--- src/rtl/encoder8x3_pkg.sv ---
// Shared widths and pure helper functions for the registered 8-to-3 priority encoder.
package encoder8x3_pkg;

    localparam int ENC_IN_W  = 8;
    localparam int ENC_OUT_W = $clog2(ENC_IN_W);

    // Operates on a 32-bit view so any request width up to 32 can reuse it.
    function automatic int highest_set_idx(input logic [31:0] v);
        int idx;
        idx = 0;
        for (int i = 0; i < 32; i++) begin
            if (v[i]) begin
                idx = i;
            end
        end
        return idx;
    endfunction

    function automatic logic more_than_one(input logic [31:0] v);
        return (v & (v - 32'd1)) != 32'd0;
    endfunction

endpackage

--- src/rtl/encoder8x3_core.sv ---
// Combinational priority core: highest set bit index, any-bit flag and multi-bit flag.
module encoder8x3_core
    import encoder8x3_pkg::*;
#(
    parameter int IN_W  = ENC_IN_W,
    parameter int OUT_W = $clog2(IN_W)
) (
    input  logic [IN_W-1:0]  din,
    output logic [OUT_W-1:0] idx,
    output logic             any,
    output logic             multi_c
);

    logic [31:0] din_wide;

    always_comb begin
        din_wide = 32'(din);
        idx      = OUT_W'(highest_set_idx(din_wide));
        any      = |din;
        multi_c  = more_than_one(din_wide);
    end

endmodule

--- src/rtl/encoder8x3.sv ---
// Registered 8-to-3 priority encoder; en low or an empty request vector drives outputs idle.
module encoder8x3
    import encoder8x3_pkg::*;
#(
    parameter int IN_W  = ENC_IN_W,
    parameter int OUT_W = $clog2(IN_W)
) (
    input  logic             clk,
    input  logic             rst_n,
    input  logic             en,
    input  logic [IN_W-1:0]  din,
    output logic [OUT_W-1:0] dout,
    output logic             valid,
    output logic             multi
);

    logic [OUT_W-1:0] idx;
    logic             any;
    logic             multi_c;

    logic [OUT_W-1:0] dout_d, dout_q;
    logic             valid_d, valid_q;
    logic             multi_d, multi_q;

    encoder8x3_core #(
        .IN_W  (IN_W),
        .OUT_W (OUT_W)
    ) u_core (
        .din     (din),
        .idx     (idx),
        .any     (any),
        .multi_c (multi_c)
    );

    // Idle is all-zero; valid is what distinguishes a bit-0 encode from idle.
    always_comb begin
        dout_d  = '0;
        valid_d = 1'b0;
        multi_d = 1'b0;
        if (en && any) begin
            dout_d  = idx;
            valid_d = 1'b1;
            multi_d = multi_c;
        end
    end

    always_ff @(posedge clk or negedge rst_n) begin
        if (!rst_n) begin
            dout_q  <= '0;
            valid_q <= 1'b0;
            multi_q <= 1'b0;
        end else begin
            dout_q  <= dout_d;
            valid_q <= valid_d;
            multi_q <= multi_d;
        end
    end

    assign dout  = dout_q;
    assign valid = valid_q;
    assign multi = multi_q;

endmodule

--- config.mk ---
export PLATFORM = sky130hd
export DESIGN_NAME = encoder8x3
export DESIGN_NICKNAME = d
export VERILOG_FILES = /design/src/rtl/encoder8x3_pkg.sv /design/src/rtl/encoder8x3_core.sv /design/src/rtl/encoder8x3.sv
export SDC_FILE = /design/constraint.sdc
export NUM_CORES = 1
export LEC_CHECK = 0
export BUFFER_PORTS_ARGS = -buffer_cell sky130_fd_sc_hd__buf_4
export CAP_MARGIN = 20
export CORE_AREA = 3 3 40 42
export DETAILED_ROUTE_END_ITERATION = 8
export DIE_AREA = 0 0 43 45
export HOLD_SLACK_MARGIN = 0.12
export MAX_ROUTING_LAYER = met4
export PLACE_DENSITY = 0.5
export SKIP_LAST_GASP = 1
export SYNTH_ARGS = -nofsm -noshare
export SYNTH_HDL_FRONTEND = slang
export SYNTH_SLANG_ARGS = --single-unit
--- constraint.sdc ---
create_clock -name clk -period 1 [get_ports clk]
set_input_delay 0.15 -clock clk [delete_from_list [all_inputs] [get_ports clk]]
set_output_delay 0.15 -clock clk [all_outputs]
set_load 0.01 [all_outputs]
==> results.txt, run 1 <==
status = finished with violations
violated checks = setup timing
setup total negative slack = -0.0434 ns
clock buffer depth = 2
Core Util, Final = 0.380
fill cell count = 137
gr usage total = 0.0792
post-route ant nets = 0
Cell Rows = 13
kind of critical path = in2reg
Fin Hold WS = 0.156 ns
layout cells sized above 1 = 0.556
Die X-Extent = 43 µm
Comb pwr share = 0.226
die area = 1940 µm²
simple-gate area share of the yosys netlist = 0.245
EDFF count, synth = 0
Tcrit/Tclk final = 1.02
Most used DFF post-synth = dfrtp_1
Post-Synth Adder-Cell Area = 0.0377
worst vdd ir = 271 µV
maxcap violations = 0
Switch Pwr = 0.000127 W
CTS tree = yes
DR iter-0 viols = 0
worst-margin pin slew = 0.219 ns
async set or reset register ratio after synthesis = 1.00
Pint = 0.000444 W
first-pass GRT wire length = 1010 µm
CTS Sinks = 5
synthesized area = 265 µm²
relative slew slack = 0.853
GRT overflow = 0
Via density = 4.03
CTS buffer count = 3
CP Data Arrival Time = 1.14 ns
Final nets = 66
die height = 45 µm
diode count = 0
commonest cells in the netlist = dfrtp_1, nor2_1, a21oi_1, o21a_1
count of final max-slew check failures = 0
Worst-path clk slew = 0.04 ns
First-pass DRT Iterations = 1
residual DRC count = 0
Setup crit start kind = input pin
#FFs+latches synth = 5
element type at the critical path end = register
Leakage = 0.229 nW
Syn Nets = 38
Core Area = 1280 µm²
largest net degree at the start of global routing = 6
Final setup viols = 3
min Tclk post-route = 1.02 ns
Worst Hold Class = in2reg
initial core utilization = 0.206
post-synth top area cell = dfrtp_1
largest family of logic cells by synthesized area = simple AND/OR/NAND/NOR gates
initial antenna violation count = 0
Synth Area in Compound Gates = 0.231
vias in the first global route = 262
Yosys Warn Count = 0
clock network fraction of total power = 0.392
GP Congestion = 0.749
Clock Root Buffer = clkbuf_4
pwr dens = 1170 nW/µm²
Pwr Total = 0.000572 W
xor-xnor portion of the synthesized cell area = 0
area delta synth->final = 84.0%
Worst EP required = 1.12 ns
Wirelength per Cell = 8.59 µm
final hold viol count = 0
Cell variety after synth = 19
post-synthesis cell count = 27
drt total wl = 593 µm
Seq pwr share = 0.382
switching share of power = 0.223
dpl hpwl = 508 µm
Placed Area = 442 µm²
mux contribution to synthesized area = 0
Finished Cell Area = 488 µm²
synth top area cells = dfrtp_1, o21a_1, nor2_1, or4_4, a21oi_1
Top Ports = 16
unrepaired setup endpoints after global routing = yes
Syn Area/Cell = 9.82 µm²
Seq/Total Area, Yosys = 0.472
total vias in the final route = 278
# H-tree levels = 1
Synth top area share = 0.472
most common cell in the netlist = dfrtp_1
final worst-path setup slack = -0.0172 ns
CP max FO = 3
I/O Buffers = 15
Max Fclk = 983 MHz
critical path, stage by stage:
cell and delay (ns):
buf_4 0.11, or4_4 0.55, buf_4 0.15, and2_2 0.17
what timing repair did:
action,CTS,global route
pin swaps,2,1
gates cloned,0,0
hold buffers,1,0
buffers inserted,1,0
endpoints found under the hold margin,5,0
resized for setup,0,1
endpoints found under the setup margin,1,3
logic make-up (layout without fill, tap and decap cells):
group	count (synthesis)	count (layout)
AO/OA/AOI/OAI	9	9
adder cells (fa/ha/maj)	1	1
buffers and inverters	1	28
flip-flops	5	5
AND/OR/NAND/NOR	11	11
worst paths after layout:
kind	cells after the start	endpoint	start
max	4	dout[2]$_DFF_PN0_	din[7]
min	2	valid$_DFF_PN0_	en
max in group asynchronous	2	dout[2]$_DFF_PN0_	rst_n
min in group asynchronous	2	dout[1]$_DFF_PN0_	rst_n
layout make-up:
cell class,instances,area [µm²],area share
timing repair buffer,23,175,0.359
inverter,1,3.75,0.00769
tap,15,18.8,0.0385
multi-input combinational,21,139,0.285
sequential,5,125,0.256
clock buffer,4,26.3,0.0538
metrics by stage:
stage,worst slack (ns),std cells
floorplan,-0.104,27
global placement,-0.291,63
detailed placement,-0.293,63
CTS,-0.0241,69
global route,-0.0523,69
finish,-0.0172,69
registers in the layout (all words and copies together), names as in the netlist:
| name | cells |
|---|---|
| dout | 3 |
| valid | 1 |
| multi | 1 |
placed cells by master, fill, tap and decap left out, drive strengths merged:
cell type and n:
clkbuf 4, o21ai 2, dlygate4sd3 1, o21a 2
o31a 1, and3 1, and2 1, or4 2
nand2 1, nor2b 1, nor4 1, maj3 1
dfrtp 5, nor2 3, o21bai 1, buf 22
nor3 1, a21oi 3, inv 1
power by group through the flow:
stage	Clock (W)	Sequential, W	Combinational (W)
6_report	0.000224	0.000218	0.000129
5_1_grt	0.000264	0.000219	0.000142
4_1_cts	0.000240	0.000218	0.000130
3_5_place_dp	0	0.000221	0.000125
3_3_place_gp	0	0.000221	0.000126
2_1_floorplan	0	0.000229	0.0000290
routing by layer:
layer  up-vias  routed length (µm)  track usage
li1        153                   -            -
met4         0                   0       0.0904
met5         -                   0            -
met3         0                  69       0.0359
met1       110                 267       0.0878
met2        15                 256       0.0958
No activity file was read; power rests on OpenSTA's default activity.
==> run 2: changes to the inputs <==
--- a/config.mk
+++ b/config.mk
@@ -13,6 +13,7 @@
 export HOLD_SLACK_MARGIN = 0.12
 export MAX_ROUTING_LAYER = met4
 export PLACE_DENSITY = 0.5
+export REMOVE_ABC_BUFFERS = 1
 export SKIP_LAST_GASP = 1
 export SYNTH_ARGS = -nofsm -noshare
 export SYNTH_HDL_FRONTEND = slang
==> constraint.sdc (replaced) <==
create_clock -name clk -period 1.1 [get_ports clk]
set_input_delay 0.165 -clock clk [delete_from_list [all_inputs] [get_ports clk]]
set_output_delay 0.165 -clock clk [all_outputs]
set_load 0.01 [all_outputs]
==> run 2 against run 1 <==
Effect of this change: the flow now finishes without violations; total power shrank 9.7%; flip-flop and latch count is the same; setup slack gained 0.061 ns; count of clock-buffer cells in the layout is the same; final cell count shrank 1.4%; global-route usage shrank 0.68 points; non-clock buffer count shrank 1; routed wire length shrank 0.67%; core utilization shrank 0.78 points; combinational power shrank 12%; design area shrank 2.1%; critical path type unchanged.
==> results.txt, run 2 (synthesis gave the netlist of run 1 again) <==
status = finished, final reports clean
largest net degree at the start of global routing = 6 (unchanged)
critical path's largest stage delay = 0.55 ns (about the same)
drt total wl = 589 µm (-0.67%)
total vias in the final route = 290 (+4.3%)
Clock Root Buffer = clkbuf_4
relative slew slack = 0.835 (-0.0173)
die area = 1940 µm² (unchanged)
initial core utilization = 0.206 (unchanged)
kind of critical path = in2reg
crit-path cells = buf_4 -> or4_4 -> a21oi_2 -> o21ai_1 -> and3_1
Post-Layout Cell Count = 68 (-1.4%)
WHS Endpoint = valid$_DFF_PN0_
First-pass DRT Iterations = 2 (+1)
Final setup viols = 0 (-3)
residual DRC count = 0 (unchanged)
Critical-path top delay cell = or4_4
final hold viol count = 0 (unchanged)
Core Area = 1280 µm² (unchanged)
commonest cells after routing, fill and taps aside = buf_4, dfrtp_1, nor2_1, clkbuf_4
pre-CTS setup slack = -0.208 ns (+0.0855 ns)
Core Util, Final = 0.372 (-0.00779)
Die X-Extent = 43 µm (unchanged)
gr usage total = 0.0724 (-0.00683)
Worst EP required = 1.22 ns (+0.10 ns)
CTS buffer count = 3 (unchanged)
CP max FO = 3 (unchanged)
max FFs per register = 3 (unchanged)
Placed Area = 442 µm² (unchanged)
initial antenna violation count = 0 (unchanged)
maxcap violations = 0 (unchanged)
worst vdd ir = 263 µV (-3.0%)
Worst-path clk slew = 0.04 ns (about the same)
diode count = 0 (unchanged)
vias in the first global route = 254 (-3.1%)
Worst Hold Class = in2reg
Worst Setup SP = din[7]
worst-margin pin slew = 0.245 ns (+0.0257 ns)
final worst-path setup slack = 0.0440 ns (+0.0612 ns)
DR iter-0 viols = 10 (+10)
Tcrit/Tclk final = 0.960
Max Fclk = 947 MHz
GP Congestion = 0.717 (-4.2%)
Setup crit start kind = input pin
die height = 45 µm (unchanged)
Via density = 4.26 (+5.9%)
fill cell count = 148 (+8.0%)
layout cells sized above 1 = 0.528 (-0.0273)
Top Ports = 16 (unchanged)
Post-Place Cells = 63 (unchanged)
Hold Path Stages = 2 (unchanged)
Final nets = 65 (-1.5%)
worst hold start = en
first-pass GRT wire length = 952 µm (-5.5%)
count of final max-slew check failures = 0 (unchanged)
Leakage = 0.224 nW (-2.1%)
CP Data Arrival Time = 1.18 ns (+0.04 ns)
Wirelength per Cell = 8.66 µm (+0.79%)
area delta synth->final = 80.2%
clock buffer depth = 2 (unchanged)
element type at the critical path end = register
CTS tree = yes
Finished Cell Area = 478 µm² (-2.1%)
GRT overflow = 0 (unchanged)
I/O Buffers = 15 (unchanged)
min Tclk post-route = 1.06 ns
pwr dens = 1080 nW/µm² (-7.8%)
# H-tree levels = 1 (unchanged)
unrepaired setup endpoints after global routing = no
setup total negative slack = 0 ns (+0.0434 ns)
Cell Rows = 13 (unchanged)
CTS Sinks = 5 (unchanged)
post-route ant nets = 0 (unchanged)
most common cell after layout, fill and taps aside = buf_4
[run 2: critical path, delay by kind of cell]
family                 cells  cell delay, ns
AOI/OAI and AO/OA          2            0.17
buffers and inverters      1            0.11
and+or+nand+nor            2            0.73
[run 2: layer usage]
layer	part of all wire	GRT usage	vias up
met2	0.42	0.0928	15
li1	-	-	152
met3	0.12	0.0359	0
met5	0	-	-
met1	0.47	0.0782	123
met4	0	0.0723	0
[run 2: cell type report]
type	count	area, µm²	share of cell area
Timing Repair Buffer	22	168	0.351
Multi-Input combinational cell	21	136	0.285
Sequential cell	5	125	0.262
Clock buffer	4	26.3	0.0550
Tap cell	15	18.8	0.0393
Inverter	1	3.75	0.00785
[run 2: power breakdown]
group	switching (W)	internal, W	total (W)	leakage [nW]
Combinational	0.0000452	0.0000689	0.000114	0.149
Clock	0.0000669	0.000137	0.000204	0.0150
Sequential	0.00000247	0.000196	0.000198	0.0599
Total	0.000115	0.000402	0.000516	0.224
[run 2: how the worst max path moves through the flow]
stage	slack [ns]	to
2_1_floorplan	-0.05	multi$_DFF_PN0_
3_3_place_gp	-0.21	multi$_DFF_PN0_
3_5_place_dp	-0.21	multi$_DFF_PN0_
4_1_cts	0.04	multi$_DFF_PN0_
5_1_grt	0.03	multi$_DFF_PN0_
6_report	0.04	multi$_DFF_PN0_
[run 2: metrics by stage]
step,total power (W),hold WS [ns]
final,0.000516,0.176
after floorplan,0.000234,-0.131
after global placement,0.000314,-0.0333
after detailed placement,0.000314,-0.0322
after CTS,0.000527,0.176
after global routing,0.000563,0.173
[run 2: repair_timing]
| item | CTS | global route |
|---|---|---|
| gates resized for setup | 0 | 0 |
| endpoints found under the hold margin | 5 | 0 |
| endpoints found under the setup margin | 0 | 0 |
| setup buffers | 0 | 0 |
| hold buffers | 1 | 0 |
